===== src/rtl/if_fetch_pkg.sv =====
`default_nettype none
// ============================================================================
// Module   : if_fetch_pkg
// Purpose  : Shared types and defaults for the instruction-fetch unit.
// Revision : 1.0 - initial release
// ============================================================================
package if_fetch_pkg;

  // Fetch FSM encoding
  typedef enum logic [1:0] {
    IDLE      = 2'd0,
    BUSY      = 2'd1,
    FLUSHWAIT = 2'd2
  } fetch_state_t;

  localparam int DEF_DEPTH  = 2;
  localparam int DEF_ADDR_W = 32;
  localparam int DEF_DATA_W = 32;
  localparam int ENTRY_W    = DEF_ADDR_W + DEF_DATA_W;

endpackage
`default_nettype wire


===== src/rtl/if_fetch_fifo.sv =====
`default_nettype none
// ============================================================================
// Module   : if_fetch_fifo
// Purpose  : Synchronous show-ahead FIFO holding {PC, instruction} pairs.
//            The head entry is always visible; clear empties it in one edge.
// Revision : 1.0 - initial release
// ============================================================================
module if_fetch_fifo
  import if_fetch_pkg::*;
#(
  parameter  int DEPTH = DEF_DEPTH,
  parameter  int WIDTH = ENTRY_W,
  localparam int PTR_W = $clog2(DEPTH),
  localparam int CNT_W = PTR_W + 1
) (
  input  logic             Clk,
  input  logic             Reset,
  input  logic             i_push,
  input  logic             i_pop,
  input  logic             i_clear,
  input  logic [WIDTH-1:0] i_data,
  output logic [CNT_W-1:0] o_count,
  output logic [WIDTH-1:0] o_head
);

  logic [WIDTH-1:0] r_mem [DEPTH];
  logic [PTR_W-1:0] r_wr_ptr;
  logic [PTR_W-1:0] r_rd_ptr;
  logic [CNT_W-1:0] r_count;

  // Pointer and occupancy tracking; pointers wrap naturally at DEPTH
  always_ff @(posedge Clk) begin
    if (Reset || i_clear) begin
      r_wr_ptr <= '0;
      r_rd_ptr <= '0;
      r_count  <= '0;
    end else begin
      if (i_push) r_wr_ptr <= r_wr_ptr + PTR_W'(1);
      if (i_pop)  r_rd_ptr <= r_rd_ptr + PTR_W'(1);
      case ({i_push, i_pop})
        2'b10:   r_count <= r_count + CNT_W'(1);
        2'b01:   r_count <= r_count - CNT_W'(1);
        default: r_count <= r_count;
      endcase
    end
  end

  // Storage; cleared on reset so the head reads zero out of reset
  always_ff @(posedge Clk) begin
    if (Reset) begin
      for (int i = 0; i < DEPTH; i++) r_mem[i] <= '0;
    end else if (i_push && !i_clear) begin
      r_mem[r_wr_ptr] <= i_data;
    end
  end

  assign o_count = r_count;
  assign o_head  = r_mem[r_rd_ptr];

endmodule
`default_nettype wire


===== src/rtl/if_fetch_unit.sv =====
`default_nettype none
// ============================================================================
// Module   : if_fetch_unit
// Purpose  : Instruction-fetch reader. Issues one req/ack read per PC value,
//            buffers {PC, instr} in a show-ahead FIFO and drives PCHold so the
//            PC advances once per accepted fetch or redirect.
// Options  : IF_STALL_COUNT_EN adds a saturating 32-bit stall counter output
//            (debug_StallCount).
// Revision : 1.0 - initial release
// ============================================================================
module if_fetch_unit
  import if_fetch_pkg::*;
#(
  parameter int DEPTH  = DEF_DEPTH,
  parameter int ADDR_W = DEF_ADDR_W,
  parameter int DATA_W = DEF_DATA_W
) (
  input  logic              Clk,
  input  logic              Reset,
  input  logic [ADDR_W-1:0] PCResult,
  output logic              PCHold,
  input  logic              Flush,
  output logic              IMemReq,
  output logic [ADDR_W-1:0] IMemAddr,
  input  logic              IMemAck,
  input  logic [DATA_W-1:0] IMemData,
  output logic              InstrValid,
  input  logic              InstrReady,
  output logic [DATA_W-1:0] InstrOut,
  output logic [ADDR_W-1:0] PCOut
`ifdef IF_STALL_COUNT_EN
  ,
  output logic [31:0]       debug_StallCount
`endif
);

  localparam int             c_ENTRY_W = ADDR_W + DATA_W;
  localparam int             c_CNT_W   = $clog2(DEPTH) + 1;
  localparam [c_CNT_W-1:0]   c_DEPTH   = c_CNT_W'(DEPTH);

  fetch_state_t        r_state;
  fetch_state_t        w_state_nxt;
  logic                r_req;
  logic                w_req_nxt;
  logic [ADDR_W-1:0]   r_addr;
  logic [ADDR_W-1:0]   w_addr_nxt;
  logic                w_ack;
  logic                w_push;
  logic                w_pop;
  logic [c_CNT_W-1:0]  w_count;
  logic [c_ENTRY_W-1:0] w_head;

  assign w_ack = r_req & IMemAck;

  // FSM and request registers; reset abandons any outstanding request
  always_ff @(posedge Clk) begin
    if (Reset) begin
      r_state <= IDLE;
      r_req   <= 1'b0;
      r_addr  <= '0;
    end else begin
      r_state <= w_state_nxt;
      r_req   <= w_req_nxt;
      r_addr  <= w_addr_nxt;
    end
  end

  // Next-state, request and push decode; Flush overrides normal progress
  always_comb begin
    w_state_nxt = r_state;
    w_req_nxt   = r_req;
    w_addr_nxt  = r_addr;
    w_push      = 1'b0;
    case (r_state)
      IDLE: begin
        if (!Flush && (w_count < c_DEPTH)) begin
          w_state_nxt = BUSY;
          w_req_nxt   = 1'b1;
          w_addr_nxt  = PCResult;
        end
      end
      BUSY: begin
        if (w_ack) begin
          w_push      = !Flush;
          w_req_nxt   = 1'b0;
          w_state_nxt = IDLE;
        end else if (Flush) begin
          w_state_nxt = FLUSHWAIT;
        end
      end
      FLUSHWAIT: begin
        if (w_ack) begin
          w_req_nxt   = 1'b0;
          w_state_nxt = IDLE;
        end
      end
      default: begin
        w_state_nxt = IDLE;
        w_req_nxt   = 1'b0;
      end
    endcase
  end

  // PC may only load on a redirect or on completion of a kept fetch
  always_comb begin
    PCHold = 1'b1;
    if (!Reset && (Flush || ((r_state == BUSY) && w_ack))) PCHold = 1'b0;
  end

  assign w_pop = InstrValid & InstrReady & ~Flush;

  if_fetch_fifo #(
    .DEPTH (DEPTH),
    .WIDTH (c_ENTRY_W)
  ) u_fifo (
    .Clk     (Clk),
    .Reset   (Reset),
    .i_push  (w_push),
    .i_pop   (w_pop),
    .i_clear (Flush),
    .i_data  ({r_addr, IMemData}),
    .o_count (w_count),
    .o_head  (w_head)
  );

  assign IMemReq    = r_req;
  assign IMemAddr   = r_addr;
  assign InstrValid = (w_count != '0);
  assign InstrOut   = w_head[DATA_W-1:0];
  assign PCOut      = w_head[c_ENTRY_W-1 -: ADDR_W];

`ifdef IF_STALL_COUNT_EN
  logic [31:0] r_stall_cnt;

  // Count cycles in which the PC is held without a redirect, saturating
  always_ff @(posedge Clk) begin
    if (Reset) begin
      r_stall_cnt <= '0;
    end else if (PCHold && !Flush && (r_stall_cnt != 32'hFFFF_FFFF)) begin
      r_stall_cnt <= r_stall_cnt + 32'd1;
    end
  end

  assign debug_StallCount = r_stall_cnt;
`endif

endmodule
`default_nettype wire


===== config.mk =====
export PLATFORM = sky130hd
export DESIGN_NAME = if_fetch_unit
export DESIGN_NICKNAME = d
export VERILOG_FILES = /design/src/rtl/if_fetch_pkg.sv /design/src/rtl/if_fetch_fifo.sv /design/src/rtl/if_fetch_unit.sv
export SDC_FILE = /design/constraint.sdc
export NUM_CORES = 1
export LEC_CHECK = 0
export CORE_ASPECT_RATIO = 1.4
export CORE_MARGIN = 5
export CORE_UTILIZATION = 50
export DETAILED_ROUTE_END_ITERATION = 10
export GPL_TIMING_DRIVEN = 0
export PLACE_DENSITY = 0.8
export SETUP_SLACK_MARGIN = 0.4
export SLEW_MARGIN = 20
export SYNTH_ARGS = -nofsm -noshare
export SYNTH_HDL_FRONTEND = slang
export SYNTH_SLANG_ARGS = --single-unit
export TNS_END_PERCENT = 10

===== constraint.sdc =====
create_clock -name Clk -period 10.7 [get_ports Clk]
set_input_delay 2.675 -clock Clk [delete_from_list [all_inputs] [get_ports Clk]]
set_output_delay 2.675 -clock Clk [all_outputs]
set_load 0.05 [all_outputs]

Word level (Yosys, flattened, before mapping):

Memory sizes are Yosys's and may differ from the RTL's. A register that Yosys moved wholly into a read port is not among the register bits.
Index checks and enable logic that the tools add are counted.

* register bits: 39
* memories: 1
* input port bits: 69
* output and inout port bits: 99
* RAM bits: 128

* bitwise operators: 4
* $lt $le $gt $ge: 1
* eq/ne operators: 8
* muxes and demuxes: 22
* add/sub/neg operators: 4
* reductions and logical operators: 16

Memories
* u_fifo.r_mem: words 2, width 64, rd ports 1, clocked after Yosys merged registers in 1, write ports 2, RTL line if_fetch_fifo.sv:26 `logic [WIDTH-1:0] r_mem [DEPTH];`

Operator list (count)
* $mux 64: 1
* $reduce_or 64->1: 1
* $mux 1: 14
* $mux 2: 4
* $pmux 2 s3: 1
* $eq 2x1->1 const B: 2
* $eq 2x2->1 const B: 2
* $logic_and 1x1->1: 4
* $ne 2x2->1 const B: 2
* $pmux 2 s2: 1
* $reduce_and 2->1: 2
* $reduce_bool 2->1: 2
* $and 1x1->1: 3
* $ne 3x3->1 const B: 1
* $reduce_and 3->1: 1
* $add 1x1->1 const B: 2
* $add 2x1->2 const B: 1
* $logic_not 1->1: 2
* $logic_not 2->1: 1
* $logic_or 1x1->1: 2
* $lt 2x2->1 const B: 1
* $ne 2x1->1 const B: 1
* $pmux 1 s2: 1
* $reduce_or 2->1: 1
* other kinds (2): 2

Longest topological paths before layout:

* word-level depth: 9
* mapped depth: 8

Cells and area by module:

A second synthesis with hierarchy kept.

* cell total of the unflattened synthesis: 550
* area total of the unflattened synthesis: 7252.0 um^2

By module, submodules not included
* if_fetch_fifo: area each 5873.1 um^2, cells each 379, instances 1
* if_fetch_unit: area each 1378.8 um^2, cells each 171, instances 1

Least setup slack after synthesis:

OpenSTA, ideal clock, no wires.

* kind: input port to flip-flop
* from: input port IMemAck
* to: memory u_fifo.r_mem[0][0] (netlist name), enable pin
* setup slack: 4224 ps
* buffers on the path: 0
* arrival: 5977 ps
* cell stages on the path: 3
* path through: nand3_1 > nand2b_1 > o21bai_1

RTL lines
* start, declared: RTL line if_fetch_unit.sv:25 `input logic IMemAck,`
* end, declared: RTL line if_fetch_fifo.sv:26

Final worst setup path:

* from: input port Reset
* to: output port PCHold

* longest elaborated chain between the ends: 3

Ends and longest elaborated chain
* start, declared: RTL line if_fetch_unit.sv:19 `input logic Reset,`
* $logic_not 1->1: RTL line if_fetch_unit.sv:107 `if (!Reset && (Flush || ((r_state == BUSY) && w_ack))) PCHold = 1'b0;`
* $logic_and 1x1->1: RTL line if_fetch_unit.sv:107
* $mux 1: RTL line if_fetch_unit.sv:107
* end, declared: RTL line if_fetch_unit.sv:21 `output logic PCHold,`

No other way between the ends.

==> results_dict.tcl <==
set metrics [dict create \
    skew_ns 0.00875 \
    cts-buffers-inserted 17 \
    critPathArrivalTime_ns 4.53 \
    yosys-mux-area-fraction 0.102 \
    synth_xor_area_frac 0.00490 \
    period_share 0.673 \
    crit_chain "clkdlybuf4s50_1 > clkbuf_1 > a21o_1 > clkdlybuf4s50_1" \
    core_mm2 0.0140 \
    final_core_util 0.699 \
    outcome "finished, final reports clean" \
    nets 801 \
    syn_to_final_growth_pct 36.7 \
    crit_path_end_kind "output pin" \
    grt_usage 0.197 \
    p_sw_frac 0.291 \
    netlist_top_cells_area "edfxtp_1 (54%), and2_1 (11%), dfxtp_1 (11%)" \
    synth_common_cells "and2_1 (128), edfxtp_1 (128), nand2_1 (66)" \
    fin_crit_ns 7.20 \
    grt_pass1_vias 5063 \
    fmax_mhz 139 \
    avgSynthCellArea_um2 13.3 \
    p_comb_frac 0.199 \
    ys_seq_elements 168 \
    io_pins 168 \
    intPower_mw 1.23 \
    cap_violations 0 \
    drcViolationCount 0 \
    h-tree-depth 4 \
    synth.distinct_cells 35 \
    drive_gt1_frac 0.176 \
    synth_nets 611 \
    rsz0062_at_grt "no" \
    hold_class "reg -> reg" \
    vdd_drop_max_mv 0.130 \
    synth_fa_ha_area_frac 0.00875 \
    drt-wirelength-per-cell_um 17.4 \
    yosysTopAreaCell "edfxtp_1" \
    start_util 0.512 \
    ant_nets 0 \
    tns_ns 0 \
    cp_common_cell "clkdlybuf4s50_1" \
    max_slew.worst_pin.slew_ns 0.596 \
    drv_slew 0 \
    ys_seq_area_frac 0.650 \
    cts_buffer_depth 2 \
    io_buffers 167 \
    die-area_mm2 0.0168 \
    die_w_um 111 \
    synth-simple-area-share 0.166 \
    cts.repair.resized 0 \
    synth_cells 537 \
    grt.overflow.total 0 \
    cts_root_buffer "clkbuf_16" \
    synth_edf_count 128 \
    netlist_area_mm2 0.00715 \
    rows 51 \
    gp_congestion 0.804 \
    ys.flop_type "edfxtp_1" \
    grt_max_degree 38 \
    firstDrtPassIters 5 \
    p_leak_nw 3.69 \
    drt_wl_total_mm 16.1 \
    post-dp-hpwl_mm 11.9 \
    fp.dieH_um 152 \
    finalHoldViolations 0 \
    synthArstFlopShare 0 \
    cp_slowest_stage_delay_ns 0.80 \
    path_max_fanout 10 \
    cts_hold_buf 0 \
    slew_headroom 0.601 \
    vias_per_cell 5.07 \
    crit_required_ns 8.03 \
    synth_compound_area_frac 0.0339 \
    path_class "in -> out" \
    via_count 4693 \
    critPathSlowestCell "clkdlybuf4s50_1" \
    powerDensity_mw_per_mm2 178 \
    synth_top_area_share 0.538 \
    antenna_found_initial 1 \
    setup_viol 0 \
    clk_latency_ns 0.42 \
    grt_pass1_wl_mm 25.7 \
    cts_setup_buffers 0 \
    power_switching_mw 0.505 \
    finalPower_mw 1.74 \
    cts_tree "done" \
    yosysWarningCount 0 \
    first_iter_violations 175 \
    clk_pin_slew_worst_paths_ns 0.07 \
    start_kind "input port" \
    clock_power_share 0.354 \
    pwr-share-seq 0.446 \
    synth_top_family_by_area "simple AND/OR/NAND/NOR gates" \
    clkSinkCount 168 \
]
## final timing paths
check,startpoint,end,slack (ns),cells past startpoint
setup reg to reg,r_state[1]$_SDFFE_PP0P_,u_fifo.r_mem[0][21]$_SDFFCE_PN0P_,8.23,8
setup / recovery,Reset,PCHold,3.50,4
hold reg to reg,IMemAddr[24]$_SDFFE_PP0P_,IMemAddr[24]$_SDFFE_PP0P_,0.48,2
hold / removal,IMemAddr[24]$_SDFFE_PP0P_,IMemAddr[24]$_SDFFE_PP0P_,0.48,2
## placed cells by master (no fill, tap or decap), types with 2 or more instances in the layout
cell             count
bufinv_16            2
buf_6               13
clkbuf_16           17
dfxtp_1             40
clkinv_4             2
clkdlybuf4s50_1    167
nand2b_1             4
ha_1                 5
xor2_1               3
clkbuf_1             7
inv_6                4
edfxtp_1           128
buf_2               12
inv_1                4
nand2_1             66
a21oi_1             34
mux2_2              64
inv_8                3
buf_16               3
nor2_1               6
and2_1             128
o21ai_0              3
## power by group through the flow
| stage | Combinational [mW] | Clock [mW] | Sequential, mW |
|---|---|---|---|
| floorplan | 0.145 | 0 | 0.854 |
| global placement | 0.334 | 0 | 0.789 |
| detailed placement | 0.347 | 0 | 0.789 |
| CTS | 0.348 | 0.624 | 0.776 |
| global route | 0.366 | 0.653 | 0.782 |
| finish | 0.346 | 0.615 | 0.775 |
## final cells by class
type	instances	area, um^2
clock buffers	19	443
flip-flops and latches	168	4640
inverters	4	15.0
fillers	994	4200
repair buffers	171	1770
plain buffers	32	234
diodes	1	2.50
multi-input cells	333	2270
clock inverters	13	158
well taps	185	231
## state kept, by name, indices dropped and copies added (netlist names), named ones only
signal	count
u_fifo.r_mem	128
IMemAddr	32
r_state	2
u_fifo.o_count	2
IMemReq	1
u_fifo.r_rd_ptr	1
u_fifo.r_wr_ptr	1
## critical path, delay by kind of cell
family                 cells  cell delay, ns
buffers and inverters      3            1.71
AOI/OAI and AO/OA          1            0.14
## cell families after synthesis
kind of cell,count (synthesis)
compound gates,44
xor+xnor,4
fa+ha+maj,5
buf+inv,36
flops,168
mux,65
simple gates,215
## through the flow
step                      setup slack (ns)  cell area, um^2  std cells  hold WS [ns]
after floorplan                       4.22             7150        537         0.465
after global placement                2.15             9050        889         0.466
after detailed placement              3.51             9170        893         0.471
after CTS                             3.50             9770        925         0.479
after global routing                  3.40             9770        926         0.504
final                                 3.50             9770        926         0.482
## routing by layer
layer | wire [um] | vias to the layer above | share of wire | GRT usage
li1 | - | 2244 | - | -
met1 | 6260 | 2297 | 0.39 | 0.213
met2 | 8930 | 132 | 0.55 | 0.375
met3 | 588 | 20 | 0.036 | 0.0441
met4 | 346 | 0 | 0.021 | 0.0767
met5 | 0 | - | 0 | 0
Power figures use the tool's default switching activity.
